`config.mk`:
```
export PLATFORM = sky130hd
export DESIGN_NAME = alu_exec_sequencer
export DESIGN_NICKNAME = d
export VERILOG_FILES = /design/src/rtl/alu_exec_sequencer.sv
export SDC_FILE = /design/constraint.sdc
export NUM_CORES = 1
export LEC_CHECK = 0
export ABC_AREA = 1
export BUFFER_PORTS_ARGS = -buffer_cell sky130_fd_sc_hd__buf_2
export CAP_MARGIN = 20
export CORE_MARGIN = 4
export CORE_UTILIZATION = 60
export CTS_BUF_LIST = sky130_fd_sc_hd__clkbuf_16
export DETAILED_ROUTE_END_ITERATION = 12
export GPL_ROUTABILITY_DRIVEN = 0
export PLACE_DENSITY = 0.8
export SLEW_MARGIN = 20
export SYNTH_ARGS = -nofsm -noshare
export SYNTH_HDL_FRONTEND = slang
export SYNTH_SLANG_ARGS = --single-unit
```
`constraint.sdc`:
```
create_clock -name clk -period 3.8 [get_ports clk]
set_input_delay 0.19 -clock clk [delete_from_list [all_inputs] [get_ports clk]]
set_output_delay 0.19 -clock clk [all_outputs]
set_load 0.02 [all_outputs]
```
`src/rtl/alu_exec_sequencer.sv`:
```
// EX-stage ALU issue/completion sequencer: single-cycle add/sub/or/and,
// iterative shift-add multiply over WIDTH cycles, valid/ready on both sides.
module alu_exec_sequencer #(
   parameter int unsigned WIDTH = 32
) (
   input  logic             clk,
   input  logic             rst,
   input  logic             in_valid,
   output logic             in_ready,
   input  logic [2:0]       alu_ctr,
   input  logic [WIDTH-1:0] src_a,
   input  logic [WIDTH-1:0] src_b,
   output logic             out_valid,
   input  logic             out_ready,
   output logic [WIDTH-1:0] result,
   output logic             illegal,
   output logic             busy
);

   localparam int unsigned CNT_W = $clog2(WIDTH + 1);

   localparam logic [2:0] OP_ADD = 3'b000;
   localparam logic [2:0] OP_SUB = 3'b001;
   localparam logic [2:0] OP_OR  = 3'b010;
   localparam logic [2:0] OP_AND = 3'b011;
   localparam logic [2:0] OP_MUL = 3'b100;

   typedef enum logic [1:0] {
      S_IDLE = 2'd0,
      S_MUL  = 2'd1,
      S_DONE = 2'd2
   } state_t;

   state_t             state_q, state_d;
   logic [WIDTH-1:0]   result_q, result_d;
   logic               illegal_q, illegal_d;
   logic [WIDTH-1:0]   acc_q, acc_d;
   logic [WIDTH-1:0]   mcand_q, mcand_d;
   logic [WIDTH-1:0]   mplr_q, mplr_d;
   logic [CNT_W-1:0]   cnt_q, cnt_d;
   logic               accept;

   assign in_ready  = (state_q == S_IDLE) || ((state_q == S_DONE) && out_ready);
   assign accept    = in_valid && in_ready;
   assign out_valid = (state_q == S_DONE);
   assign busy      = (state_q == S_MUL);
   assign result    = result_q;
   assign illegal   = illegal_q;

   // Next-state and datapath; a new accept overrides the DONE->IDLE drain.
   always_comb begin
      state_d   = state_q;
      result_d  = result_q;
      illegal_d = illegal_q;
      acc_d     = acc_q;
      mcand_d   = mcand_q;
      mplr_d    = mplr_q;
      cnt_d     = cnt_q;

      case (state_q)
         S_MUL: begin
            acc_d   = mplr_q[0] ? (acc_q + mcand_q) : acc_q;
            mcand_d = mcand_q << 1;
            mplr_d  = mplr_q >> 1;
            cnt_d   = cnt_q - CNT_W'(1);
            if (cnt_q == CNT_W'(1)) begin
               result_d  = acc_d;
               illegal_d = 1'b0;
               state_d   = S_DONE;
            end
         end
         S_DONE: begin
            if (out_ready) state_d = S_IDLE;
         end
         default: ;
      endcase

      if (accept) begin
         state_d   = S_DONE;
         illegal_d = 1'b0;
         case (alu_ctr)
            OP_ADD: result_d = src_a + src_b;
            OP_SUB: result_d = src_a - src_b;
            OP_OR:  result_d = src_a | src_b;
            OP_AND: result_d = src_a & src_b;
            OP_MUL: begin
               mcand_d = src_a;
               mplr_d  = src_b;
               acc_d   = '0;
               cnt_d   = CNT_W'(WIDTH);
               state_d = S_MUL;
               illegal_d = illegal_q;
            end
            default: begin
               result_d  = '0;
               illegal_d = 1'b1;
            end
         endcase
      end
   end

   always_ff @(posedge clk) begin
      if (rst) begin
         state_q   <= S_IDLE;
         result_q  <= '0;
         illegal_q <= 1'b0;
         acc_q     <= '0;
         mcand_q   <= '0;
         mplr_q    <= '0;
         cnt_q     <= '0;
      end else begin
         state_q   <= state_d;
         result_q  <= result_d;
         illegal_q <= illegal_d;
         acc_q     <= acc_d;
         mcand_q   <= mcand_d;
         mplr_q    <= mplr_d;
         cnt_q     <= cnt_d;
      end
   end

endmodule

```
; ---- Word level (Yosys, flattened, before mapping)
; Cells that the tools add are included.
[totals]
elab_cells = 60
output_inout_bits = 36
inputBits = 71
regBits = 137
[op_classes]
eq_ne = 10
n_mux = 26
reduce_logical = 11
add_sub_neg = 4
bitwise_logic = 2
[op_table]
columns = cell, n
row1 = $mux W32, 13
row2 = $pmux W32 S5, 1
row3 = $add A32 B32 Y32, 2
row4 = $and A32 B32 Y32, 1
row5 = $or A32 B32 Y32, 1
row6 = $sub A32 B32 Y32, 1
row7 = $mux W6, 3
row8 = $mux W2, 4
row9 = $eq A3 B2 Y1 const B, 2
row10 = $eq A6 B1 Y1 const B, 1
row11 = $ne A3 B1 Y1 const B, 2
row12 = $reduce_and A3 Y1, 2
row13 = $sub A6 B1 Y6 const B, 1
row14 = $pmux W2 S2, 1
row15 = $reduce_bool A2 Y1, 2
row16 = $reduce_or A4 Y1, 1
row17 = $eq A3 B1 Y1 const B, 1
row18 = $eq A3 B3 Y1 const B, 1
row19 = $logic_not A3 Y1, 1
row20 = $mux W1, 3
row21 = $reduce_bool A3 Y1, 1
row22 = $eq A2 B1 Y1 const B, 1
row23 = $eq A2 B2 Y1 const B, 1
row24 = $logic_and A1 B1 Y1, 2
row25 = other kinds (4), 4

; ---- Logic depth before layout (Yosys ltp)
[logic_depth]
depth_word = 6
depth_mapped = 24

; ---- Worst setup path after synthesis
; OpenSTA, ideal clock, no wires.
[synth_path]
kind = input -> register
startpoint = input port src_b[0]
endpoint = register result_q[27], in the netlist result[27]
stages = 21
arrival_time_ns = 2.661
setup_ns = 0.132
path_buffers = 0
required_time_ns = 3.668
setup_slack_ns = 1.006
cell_sequence = inv_1 -> ha_1 -> nand4_1 -> inv_1 -> nand4_2 -> nor2_2 -> a21oi_1 -> a21oi_2 -> o21ai_1 -> xnor2_1 -> ha_1 -> a21o_1 -> nor2_1 -> o21ai_0 -> a21oi_1 -> nand2_1 -> or2_2 -> nand3_1 -> nand3_1 -> nand2_1 -> a21oi_1
[synth_via]
elab_chain_len = 3
elab_cells_between_ends = 4
[synth_lines]
columns = item, line
row1 = start: declaration, 12  ; input logic [WIDTH-1:0] src_b,
row2 = $sub A32 B32 Y32 / $add A32 B32 Y32 (equally long branches), "83, 82"
row3 = $pmux W32 S5 *, 81  ; case (alu_ctr)
row4 = $mux W32 *, 78  ; if (accept) begin
row5 = end signal: assignment, 113  ; result_q <= result_d;
row6 = end: declaration, 35  ; logic [WIDTH-1:0] result_q, result_d;
; Mark *: on every way between the ends. The rest lies on a longest branch, timed or not.
; A chain may end at the register's enable or synchronous reset.

; ---- Worst setup path in the final report
; Ends and elaborated chain as after synthesis.

==> flow_metrics.env <==
export IMPL_overflow=0
export IMPL_crit_buf_inv=3
export IMPL_rr_startpoint="state_q[1]$_SDFFE_PP0P_"
export IMPL_grt_max_degree=87
export IMPL_ys_ff_latch=137
export IMPL_cts_sinks=137
export IMPL_post_place_ws_ns=0.3802
export IMPL_final_cells=2140
export IMPL_crit_top_cell="a21oi_1"
export IMPL_ir_drop_mv=0.3146
export IMPL_die_width_um=146.6
export IMPL_rrSetupSlack_ns=1.14
export IMPL_finalCritPeriodShare_pct=81.34
export IMPL_layout_common_cells="480 x nand2_1, 157 x inv_1, 144 x o21ai_0, 141 x nor2_1, 137 x dfxtp_1"
export IMPL_dp_hpwl_um=28710
export IMPL_cts_made_buffers=17
export IMPL_placed_area_um2=12190
export IMPL_rsz0062_at_grt="no"
export IMPL_synth_avg_cell_area_um2=6.420
export IMPL_maxCapViolations=0
export IMPL_clk_pin_slew_ns=0.06
export IMPL_synthCells=1796
export IMPL_cts_tree="done"
export IMPL_wirelength_um=37880
export IMPL_synth_top_family_by_area="simple AND/OR/NAND/NOR gates"
export IMPL_ctsResizeCount=0
export IMPL_dp_cells=2106
export IMPL_synth_adder_area_share_pct=9.007
export IMPL_min_from="src_b[31]"
export IMPL_die_area_um2=21500
export IMPL_core_rowCount=50
export IMPL_drt_pass1_iterations=6
export IMPL_maxSlewHeadroom_pct=40.91
export IMPL_clockRootBuffer="clkbuf_16"
export IMPL_fin_tns_setup_ns=0
export IMPL_synthMuxAreaShare_pct=1.389
export IMPL_synthToLayoutAreaGrowth_pct=11.20
export IMPL_cp_top_family="simple AND/OR/NAND/NOR gates"
export IMPL_drc_errors=0
export IMPL_rr_endpoint="result[2]$_SDFF_PP0_"
export IMPL_power_density_nw_per_um2=344.2
export IMPL_avgViaCountPerCell=6.016
export IMPL_final_util_pct=68.09
export IMPL_num_io_pins=107
export IMPL_p_leak_nw=5.837
export IMPL_tightestPinTransition_ns=0.8809
export IMPL_clock_skew_ns=0.009485
export IMPL_clock_path_buffers=2
export IMPL_worstRegToRegCells=10
export IMPL_final_area_um2=12820
export IMPL_fmax_mhz=323.5
export IMPL_grt_pass1_vias=11946
export IMPL_dr_wl_met2_um=16750
export IMPL_layout_commonest_cell="nand2_1"
export IMPL_start_util_pct=61.23
export IMPL_ant_nets=0
export IMPL_worstSkewPairLatency_ns=0.42
export IMPL_path_class="input pin to flop"
export IMPL_synth_xor_area_share_pct=4.026
export IMPL_grt_pass1_wl_um=60440
export IMPL_io_buffers=106
export IMPL_drt_initial_drc_count=1335
export IMPL_min_period_ns=3.091
export IMPL_drive_gt1_share_pct=12.83
export IMPL_fin_ws_ns=0.7092
export IMPL_cts_setup_buffers=0
export IMPL_synth_area_um2=11530
export IMPL_synth_compound_area_share_pct=22.35
export IMPL_htree_levels=4
export IMPL_synth_main_ff_cell="dfxtp_1"
export IMPL_status="completed"
export IMPL_required_ns=4.07
export IMPL_synth_nets=1940
export IMPL_core_area_um2=18830
export IMPL_yosysWarnings=0
export IMPL_critPathSlowestCell="ha_1"
export IMPL_async_flop_share_pct=0
export IMPL_setup_violations=0
export IMPL_synth_cell_types=53
export IMPL_critPathMaxStageDelay_ns=0.35
export IMPL_end_kind="flop"
export IMPL_die_h_um=146.6
export IMPL_crit_chain="buf_2 > inv_1 > ha_1 > nand4_1 > inv_1 > nand4_2 > nor2_2 > a21oi_1 > a21oi_2 > o21ai_1 > xnor2_1 > ha_1 > a21o_1 > nor2_1 > o21ai_0 > a21oi_1 > nand2_1 > or2_2 > nand3_1 > nand3_1 > nand2_1 > a21oi_1"
export IMPL_crit_fanout=5
export IMPL_yosysSeqAreaShare_pct=23.79
export IMPL_grt_total_usage_pct=34.33
export IMPL_worstPathArrival_ns=3.36
export IMPL_antenna_found_initial=2
export IMPL_final_max_slew_viol_count=0
export IMPL_nNetsFinal=2010
export IMPL_cts_hold_buf=0
export IMPL_yosys_area_share_simple_pct=31.09
export IMPL_routedWlPerCell_um=17.70
export IMPL_final_hold_violation_count=0
export IMPL_vias=12875
export IMPL_wl_met3_um=3661
export IMPL_synth_edf_count=0
export IMPL_top_layer_used="met4"
export IMPL_holdPathEnd="mplr_q[31]$_SDFF_PP0_"
export IMPL_wl_met1_um=15590
export IMPL_hold_path_class="input pin to flop"
export IMPL_cp_start_kind="input pin"
export IMPL_whs_path_depth=3
[synth_stat cells (14+ instances only)]
cell type  number  area (µm²)
xnor2_1        17       148.9
xor2_1         36       315.3
nor2_1        142       533.0
ha_1           71       888.4
mux2i_1        16       160.2
a31oi_1        69       431.7
a21oi_1       117       585.6
nand3_1       105       525.5
dfxtp_1       137        2743
clkbuf_1       46       172.7
o211ai_1       50       375.4
o21ai_0       144       720.7
nand2_1       480        1802
inv_1         157       589.3
nand2_2        23       143.9
buf_2          14       70.07
[cell families (layout without fill, tap and decap cells)]
group / Yosys count / after routing
AOI/OAI and AO/OA: 440 / 440
buffers and inverters: 239 / 321
and+or+nand+nor: 827 / 827
xor gates and xnor gates: 53 / 53
DFF: 137 / 137
muxes: 16 / 16
adders and majority gates: 84 / 84
other: 0 / 2
[worst reg2reg max path, stage by stage, from the launching register on]
cell and delay [ns]:
dfxtp_1 0.31, inv_1 0.15, ha_4 0.52, inv_2 0.11, nor2_4 0.53, inv_1 0.26, o21ai_0 0.33, nand2_1 0.10
nand4_1 0.10, nand2_1 0.06, a21oi_1 0.12
[routing by layer]
metal	up-vias	track usage, %
met3	133	5.307
met2	717	53.63
met4	0	16.60
met1	5827	46.33
li1	6198	-
met5	-	0
[cell type report]
cell class / instances / area, µm²
Sequential cell: 137 / 2743
Antenna cell: 2 / 5.005
Tap cell: 260 / 325.3
Multi-Input combinational cell: 1420 / 7845
Clock inverter: 14 / 181.4
Inverter: 167 / 630.6
Fill cell: 1669 / 6010
Clock buffer: 17 / 425.4
Timing Repair Buffer: 123 / 665.6
[power breakdown]
part / switching (W) / leakage [nW] / internal, W
clock: 0.000656 / 0.287 / 0.00109
sequential: 0.0000563 / 1.11 / 0.00151
combinational: 0.000737 / 4.44 / 0.000371
total: 0.00145 / 5.84 / 0.00296
[per-stage QoR]
| stage | power (W) | hold slack, ns |
|---|---|---|
| 2_1_floorplan | 0.002332 | 0.3284 |
| 3_3_place_gp | 0.002635 | 0.4598 |
| 3_5_place_dp | 0.002654 | 0.4732 |
| 4_1_cts | 0.004382 | 0.1047 |
| 5_1_grt | 0.004607 | 0.1095 |
| 6_report | 0.004413 | 0.1173 |
[state kept, by name, summed over array words and instances, names as in the netlist]
| register | count |
|---|---|
| cnt_q | 6 |
| illegal | 1 |
| mcand_q | 32 |
| mplr_q | 32 |
| state_q | 2 |
| acc_q | 32 |
| result | 32 |
[how the worst max path moves through the flow]
stage               startpoint  slack [ns]  cells after the start                    end
global placement      src_b[0]        0.49                     22  result[27]$_SDFF_PP0_
floorplan             src_b[0]        1.01                     21  result[27]$_SDFF_PP0_
finish                src_b[0]        0.71                     22  result[27]$_SDFF_PP0_
CTS                   src_b[0]        0.79                     22  result[27]$_SDFF_PP0_
global route          src_b[2]        0.43                     23  result[24]$_SDFF_PP0_
detailed placement    src_b[0]        0.38                     22  result[27]$_SDFF_PP0_
No activity file was read; power rests on OpenSTA's default activity.
